<file path="config.mk">
export PLATFORM = sky130hd
export DESIGN_NAME = lsu_wb
export DESIGN_NICKNAME = d
export VERILOG_FILES = /design/src/rtl/lsu_wb.sv
export SDC_FILE = /design/constraint.sdc
export NUM_CORES = 1
export LEC_CHECK = 0
export ABC_AREA = 1
export BUFFER_PORTS_ARGS = -buffer_cell sky130_fd_sc_hd__clkbuf_2
export CAP_MARGIN = 20
export CORE_UTILIZATION = 50
export CTS_BUF_LIST = sky130_fd_sc_hd__clkbuf_8
export DETAILED_ROUTE_END_ITERATION = 10
export GPL_TIMING_DRIVEN = 0
export MAX_ROUTING_LAYER = met4
export PLACE_DENSITY_LB_ADDON = 0.2
export SKIP_LAST_GASP = 1
export SYNTH_ARGS = -nofsm -noshare
export SYNTH_HDL_FRONTEND = slang
export SYNTH_SLANG_ARGS = --single-unit
</file>
<file path="constraint.sdc">
create_clock -name clk_i -period 5.8 [get_ports clk_i]
set_clock_uncertainty 0.05 [all_clocks]
set_input_delay 1.16 -clock clk_i [delete_from_list [all_inputs] [get_ports clk_i]]
set_output_delay 1.16 -clock clk_i [all_outputs]
set_load 0.03 [all_outputs]
</file>
<file path="src/rtl/lsu_wb.sv">
// Load/store unit: turns one CPU memory request into one or more beats on a
// pipelined Wishbone B.4 master port, with misalignment and bus error handling.
module lsu_wb #(
    parameter int XLEN = 64,
    parameter int DW   = 16,
    parameter int SW   = DW / 8
) (
    input  logic            clk_i,
    input  logic            reset_ni,
    input  logic            start_i,
    input  logic            nomem_i,
    input  logic            we_i,
    input  logic [1:0]      size_i,
    input  logic            uns_i,
    input  logic [XLEN-1:0] addr_i,
    input  logic [XLEN-1:0] dat_i,
    output logic            busy_o,
    output logic            rwe_o,
    output logic [XLEN-1:0] dat_o,
    output logic            mis_o,
    output logic            err_o,
    output logic [XLEN-1:0] wbmadr_o,
    output logic [DW-1:0]   wbmdat_o,
    output logic [SW-1:0]   wbmsel_o,
    output logic            wbmwe_o,
    output logic            wbmstb_o,
    output logic            wbmcyc_o,
    input  logic            wbmstall_i,
    input  logic            wbmack_i,
    input  logic            wbmerr_i,
    input  logic [DW-1:0]   wbmdat_i
);
    localparam int LSB = $clog2(SW);

    typedef enum logic {IDLE, ACTIVE} state_t;

    state_t          state_q, state_d;
    logic            we_q, we_d;
    logic            uns_q, uns_d;
    logic [1:0]      size_q, size_d;
    logic [LSB-1:0]  off_q, off_d;
    logic [XLEN-1:0] base_q, base_d;
    logic [XLEN-1:0] wdat_q, wdat_d;
    logic [SW-1:0]   sel_q, sel_d;
    logic [3:0]      n_q, n_d;
    logic [3:0]      iss_q, iss_d;
    logic [3:0]      ack_q, ack_d;
    logic [XLEN-1:0] asm_q, asm_d;
    logic [XLEN-1:0] dat_q, dat_d;
    logic            rwe_q, rwe_d;
    logic            mis_q, mis_d;
    logic            err_q, err_d;

    logic [3:0]      req_bytes;
    logic            req_mis;
    logic            req_sub;
    logic [3:0]      req_n;
    logic [SW-1:0]   req_sel;
    logic [XLEN-1:0] req_mask;
    logic [XLEN-1:0] req_wdat;

    // Request decode; store data is masked to its size and moved to its byte lane.
    always_comb begin
        req_bytes = 4'd1 << size_i;
        req_mis   = (addr_i[2:0] & 3'(req_bytes - 4'd1)) != 3'd0;
        req_sub   = {28'd0, req_bytes} < 32'(SW);
        req_n     = req_sub ? 4'd1 : 4'({28'd0, req_bytes} >> LSB);
        req_sel   = req_sub ? SW'(((16'd1 << req_bytes) - 16'd1) << addr_i[LSB-1:0]) : '1;
        req_mask  = (size_i == 2'd3) ? '1 : ((XLEN'(1) << {req_bytes, 3'b000}) - XLEN'(1));
        req_wdat  = we_i ? ((dat_i & req_mask) << {addr_i[LSB-1:0], 3'b000}) : '0;
    end

    logic            stb;
    logic            last_ack;
    logic [XLEN-1:0] full;
    logic [XLEN-1:0] lane;
    logic [XLEN-1:0] ext;

    always_comb begin
        stb      = (state_q == ACTIVE) && (iss_q < n_q);
        last_ack = wbmack_i && (ack_q == n_q - 4'd1);
        full     = asm_q | (XLEN'(wbmdat_i) << (32'(ack_q) * DW));
        lane     = full >> {off_q, 3'b000};
        case (size_q)
            2'd0:    ext = uns_q ? XLEN'(lane[7:0])  : {{(XLEN-8){lane[7]}},   lane[7:0]};
            2'd1:    ext = uns_q ? XLEN'(lane[15:0]) : {{(XLEN-16){lane[15]}}, lane[15:0]};
            2'd2:    ext = uns_q ? XLEN'(lane[31:0]) : {{(XLEN-32){lane[31]}}, lane[31:0]};
            default: ext = lane;
        endcase
    end

    always_comb begin
        state_d = state_q;
        we_d    = we_q;
        uns_d   = uns_q;
        size_d  = size_q;
        off_d   = off_q;
        base_d  = base_q;
        wdat_d  = wdat_q;
        sel_d   = sel_q;
        n_d     = n_q;
        iss_d   = iss_q;
        ack_d   = ack_q;
        asm_d   = asm_q;
        dat_d   = dat_q;
        rwe_d   = 1'b0;
        mis_d   = 1'b0;
        err_d   = 1'b0;
        case (state_q)
            IDLE: begin
                if (start_i) begin
                    if (nomem_i) begin
                        dat_d = addr_i;
                        rwe_d = 1'b1;
                    end else if (req_mis) begin
                        mis_d = 1'b1;
                    end else begin
                        state_d = ACTIVE;
                        we_d    = we_i;
                        uns_d   = uns_i;
                        size_d  = size_i;
                        off_d   = addr_i[LSB-1:0];
                        base_d  = addr_i & ~XLEN'(SW - 1);
                        wdat_d  = req_wdat;
                        sel_d   = req_sel;
                        n_d     = req_n;
                        iss_d   = 4'd0;
                        ack_d   = 4'd0;
                        asm_d   = '0;
                    end
                end
            end
            ACTIVE: begin
                if (stb && !wbmstall_i) iss_d = iss_q + 4'd1;
                // An error wins over a coincident ack; partial load data is dropped.
                if (wbmerr_i) begin
                    state_d = IDLE;
                    err_d   = 1'b1;
                    iss_d   = 4'd0;
                    ack_d   = 4'd0;
                    asm_d   = '0;
                end else if (wbmack_i) begin
                    ack_d = ack_q + 4'd1;
                    asm_d = full;
                    if (last_ack) begin
                        state_d = IDLE;
                        iss_d   = 4'd0;
                        ack_d   = 4'd0;
                        asm_d   = '0;
                        if (!we_q) begin
                            dat_d = ext;
                            rwe_d = 1'b1;
                        end
                    end
                end
            end
            default: state_d = IDLE;
        endcase
    end

    always_ff @(posedge clk_i or negedge reset_ni) begin
        if (!reset_ni) begin
            state_q <= IDLE;
            we_q    <= 1'b0;
            uns_q   <= 1'b0;
            size_q  <= 2'd0;
            off_q   <= '0;
            base_q  <= '0;
            wdat_q  <= '0;
            sel_q   <= '0;
            n_q     <= 4'd0;
            iss_q   <= 4'd0;
            ack_q   <= 4'd0;
            asm_q   <= '0;
            dat_q   <= '0;
            rwe_q   <= 1'b0;
            mis_q   <= 1'b0;
            err_q   <= 1'b0;
        end else begin
            state_q <= state_d;
            we_q    <= we_d;
            uns_q   <= uns_d;
            size_q  <= size_d;
            off_q   <= off_d;
            base_q  <= base_d;
            wdat_q  <= wdat_d;
            sel_q   <= sel_d;
            n_q     <= n_d;
            iss_q   <= iss_d;
            ack_q   <= ack_d;
            asm_q   <= asm_d;
            dat_q   <= dat_d;
            rwe_q   <= rwe_d;
            mis_q   <= mis_d;
            err_q   <= err_d;
        end
    end

    assign busy_o   = (state_q == ACTIVE);
    assign wbmcyc_o = (state_q == ACTIVE);
    assign wbmstb_o = stb;
    assign wbmwe_o  = stb && we_q;
    assign wbmsel_o = stb ? sel_q : '0;
    assign wbmadr_o = stb ? (base_q + (XLEN'(iss_q) << LSB)) : '0;
    assign wbmdat_o = stb ? DW'(wdat_q >> (32'(iss_q) * DW)) : '0;
    assign dat_o    = dat_q;
    assign rwe_o    = rwe_q;
    assign mis_o    = mis_q;
    assign err_o    = err_q;

endmodule
</file>
## Yosys cells after proc, flatten, opt, wreduce, memory -nomap -nowiden

Index checks and enable logic that the tools add are counted.

| storage, ports and cells | value |
|---|---|
| flip-flop bits (word level) | 278 |
| bits of input ports | 155 |
| output and inout port bits | 153 |

| operators by class | value |
|---|---|
| add/sub/neg operators | 7 |
| magnitude comparators | 2 |
| equal/unequal tests | 13 |
| shift operators | 8 |
| muxes and demuxes | 57 |
| bitwise gates (word level) | 6 |
| reduce and logical (&&, ||, !) cells | 11 |

Operators by type and width:

| kind | number |
|---|---|
| 2-to-1 mux 64 bit | 18 |
| case mux 64 bit (2 select lines) | 2 |
| case mux 64 bit (3 select lines) | 1 |
| adder 64 x 5 -> 64 bit | 1 |
| bitwise AND 64 bit | 1 |
| bitwise OR 64 bit | 1 |
| left shift 1 x 7 -> 64 bit (first input constant) | 1 |
| left shift 16 x 8 -> 64 bit | 1 |
| left shift 64 x 4 -> 64 bit | 1 |
| >> shifter 64 x 4 -> 64 bit | 1 |
| >> shifter 64 x 8 -> 16 bit | 1 |
| subtractor 64 x 1 -> 64 bit (second input constant) | 1 |
| 2-to-1 mux 4 bit | 10 |
| 2-to-1 mux 1 bit | 18 |
| 2-to-1 mux 16 bit | 1 |
| case mux 4 bit (2 select lines) | 2 |
| left shift 1 x 4 -> 16 bit (first input constant) | 1 |
| left shift 16 x 1 -> 2 bit | 1 |
| subtractor 16 x 1 -> 16 bit (second input constant) | 1 |
| inequality test 2 bit (second input constant) | 7 |
| adder 4 x 1 -> 4 bit (second input constant) | 2 |
| AND reduction 4 bit | 2 |
| AND reduction 6 bit | 1 |
| equality test 2 bit (second input constant) | 2 |
| 19 further kinds | 26 |

## Logic depth before layout (Yosys ltp)

| depth | value |
|---|---|
| depth after elaboration | 10 |
| depth in mapped cells | 13 |
| mapped depth without buffers | 12 |

## Worst setup path after synthesis

Ideal clock, no wire load.

| timing path | value |
|---|---|
| path kind | reg2out |
| start point | register iss_q[0] |
| end point | output wbmadr_o[35] |
| arrival | 2.194 ns |
| required time | 4.590 ns |
| setup slack | 2.396 ns |
| cell stages (with the launch flop) | 10 |
| path buffers | 0 |
| cells stage by stage | dfrtp_1 -> ha_1 -> fa_1 -> nand2_1 -> nand2_1 -> nand2_1 -> nor2_1 -> nand2_1 -> nor2_1 -> nor3_1 |

| between the ends | value |
|---|---|
| word-level cells in the longest chain between the ends | 3 |
| elaborated cells between the ends (all ways) | 4 |

RTL lines:

| element | RTL line | text |
|---|---|---|
| from (decl) | 46 | `logic [3:0] iss_q, iss_d;` |
| from (signal assigned) | 189 | `iss_q <= iss_d;` |
| branches (longest 2 deep; another with adder 64 x 5 -> 64 bit) | - |  |
| 2-to-1 mux 64 bit * | 204 | `assign wbmadr_o = stb ? (base_q + (XLEN'(iss_q) << LSB)) : '0;` |
| to (decl) | 22 | `output logic [XLEN-1:0] wbmadr_o,` |

Every way passes the cells marked *.

## Worst setup path in the final report

| timing path | value |
|---|---|
| start point | register iss_q[2] |
| end point | output wbmadr_o[59] |

The elaborated chain is that of the path after synthesis.

==> impl_metrics.json <==
{
  "status": "complete, no violations",
  "fp.dieH_um": 188,
  "start_util_pct": 51.1,
  "cts_max_level": 2,
  "num_io_pins": 308,
  "critical_path_arrival_ps": 3440,
  "syn-num-nets": 2709,
  "fin_total_pwr_uw": 7330,
  "antenna_found_initial": 0,
  "clk_pin_slew_ps": 60,
  "grt_max_degree": 111,
  "wl_met3_mm": 7.41,
  "row_count": 67,
  "timing.fmax_ghz": 0.215,
  "maxCapViolations": 0,
  "synth_largest_area_cell": "dfrtp_1",
  "synth.area.top_cells": "dfrtp_1 40%, nand2_1 17%, inv_1 6.7%",
  "hold_slack_ps": 426,
  "wl_met1_mm": 29.2,
  "totalWireLength_mm": 72.0,
  "route.detailed.drc": 0,
  "first_global_vias": 18700,
  "worst_slack_ps": 1150,
  "setup.worst_path.start_class": "flip-flop",
  "fillCellCount": 3302,
  "wl_per_cell_um": 21.2,
  "dieArea_sq_mm": 0.0352,
  "synth_cell_types": 44,
  "fin_crit_sh_pct": 80.2,
  "final.min_clock_period_ps": 4650,
  "tightest_slew_ps": 909,
  "nNetsFinal": 3067,
  "crit_type": "flip-flop to primary output",
  "routed-wl-met2_mm": 31.4,
  "synth_warnings": 0,
  "yosys-top-cells-count": "776 x nand2_1, 306 x inv_1, 277 x dfrtp_1",
  "p_per_area_mw_per_mm2": 359,
  "maxSlewViolCount": 0,
  "die_w_um": 188,
  "synth_edf_count": 0,
  "ys_seq_area_share_pct": 40.3,
  "ys.flop_type": "dfrtp_1",
  "cts_buffers": 49,
  "ctsHoldBuffers": 0,
  "drt-initial-drc-count": 1931,
  "synth_cells": 2543,
  "grt_usage_pct": 42.3,
  "gp_congestion": 1.02,
  "syn2layout_area_growth_pct": 18.6,
  "numPortBuffers": 305,
  "drtAntennaViolNets": 0,
  "synthArstFlopShare_pct": 100,
  "dp_hpwl_mm": 57.3,
  "cp.required_ps": 4590,
  "power_leakage_uw": 0.0110,
  "hold_class": "flip-flop to flip-flop",
  "netlist_area_sq_mm": 0.0172,
  "cts_buffer_depth": 3,
  "setup-violations-final": 0,
  "regArea_sq_mm": 0.00693,
  "cts_tree": "built",
  "cts-root-buf": "clkbuf_8",
  "clock_insertion_delay_worst_skew_ps": 650,
  "cts.sinks": 277,
  "highest_layer": "met4",
  "worstPathMaxFanout": 6,
  "vias": 19300,
  "drive_above_1_share_pct": 17.6,
  "dp_worst_setup_slack_ps": 1870,
  "dr.pass1.iters": 6,
  "multiInputGateArea_sq_mm": 0.00841,
  "synth_seq_cells": 277,
  "yosysMostFrequentCell": "nand2_1",
  "hold_viol": 0,
  "grt_pass1_wl_mm": 109,
  "syn_area_per_cell_sq_um": 6.77,
  "cts_setup_buffers": 0,
  "overflow": 0,
  "design.core.area_sq_mm": 0.0337,
  "antenna-diode-count": 0,
  "cts-resized-gates": 0,
  "finish.utilization_pct": 60.5,
  "rsz0062_at_grt": "no",
  "slew_headroom_pct": 38.7,
  "routed_via_density": 5.70,
  "worst_setup_path_end_kind": "primary output",
  "netlist.area_leader.share_pct": 40.3,
  "ir_drop_v": 0.000377
}
worst max-delay path, cell delays in order, from the launching register on:
cell	delay [ps]
dfrtp_1	440
ha_1	420
nand2_1	130
nor2_1	180
nand2_1	90
o21ai_0	590
nand2_1	300
o21ai_0	230
nand2_1	100
nor2_1	90
clkbuf_2	220
cells by family after synthesis:
kind of cell | count (synthesis) | synth area share (%)
AND/OR/NAND/NOR | 1352 | 32.7
flip-flops | 277 | 40.3
adder cells (fa/ha/maj) | 11 | 0.843
other | 1 | 0.0218
AO/OA/AOI/OAI | 400 | 12.6
multiplexers | 16 | 0.931
buffers and inverters | 450 | 10.9
XOR/XNOR | 36 | 1.83
routing by layer:
layer,global-route usage [%],up-vias
met2,63.9,1272
li1,-,8777
met3,8.25,236
met4,19.8,0
met5,-,-
met1,54.8,9037
registers in the layout, summed over array words and instances, names as in the netlist, 2 cells and up:
register  cells
asm_q        64
wdat_q       64
sel_q         2
size_q        2
iss_q         4
dat_o        64
n_q           3
base_q       63
ack_q         4
layout by cell type, fill, tap and decap left out, types with 14 or more instances in the layout:
| master | n |
|---|---|
| o21ai_1 | 14 |
| mux2i_1 | 16 |
| o22ai_1 | 31 |
| dfrtp_1 | 277 |
| o21ai_0 | 206 |
| a21oi_1 | 104 |
| clkbuf_1 | 59 |
| nor2_1 | 275 |
| nand4_1 | 26 |
| nor3_1 | 28 |
| or2_2 | 27 |
| clkbuf_8 | 66 |
| inv_1 | 320 |
| nand3_1 | 189 |
| clkbuf_2 | 305 |
| xor2_1 | 31 |
| nand2_1 | 776 |
| buf_2 | 46 |
area by class of cell:
cell class | count | area share [%]
Timing Repair Buffer | 307 | 7.80
Clock inverter | 26 | 0.724
Multi-Input combinational cell | 1816 | 41.2
Clock buffer | 65 | 4.39
Buffer | 135 | 3.36
Inverter | 315 | 5.81
Sequential cell | 277 | 34.0
Tap cell | 448 | 2.75
final timing paths:
check                           startpoint            to  slack [ps]  depth (start not counted)
worst max-delay path              iss_q[2]  wbmadr_o[59]        1150                         10
worst min-delay path              dat_o[7]      dat_o[7]         430                          2
worst max register to register      busy_o    base_q[12]        3170                          6
worst min register to register    dat_o[7]      dat_o[7]         430                          2
max in group asynchronous         reset_ni    base_q[19]        4180                          2
min in group asynchronous         reset_ni     dat_o[61]         500                          1
through the flow:
| stage | cell area (sq um) | TNS (ps) | cells |
|---|---|---|---|
| 4_1_cts | 20400 | 0 | 3389 |
| 2_1_floorplan | 17200 | 0 | 2543 |
| 3_5_place_dp | 19400 | 0 | 3298 |
| 5_1_grt | 20400 | 0 | 3389 |
| 6_report | 20400 | 0 | 3389 |
| 3_3_place_gp | 19300 | -654560 | 3296 |
where the power goes:
group / leakage [uW] / total [uW] / switching [uW] / internal (uW)
sequential: 0.00359 / 2690 / 354 / 2330
clock: 0.000602 / 1970 / 923 / 1050
combinational: 0.00683 / 2670 / 1910 / 759
total: 0.0110 / 7330 / 3190 / 4140
(Power assumes the default switching activity.)
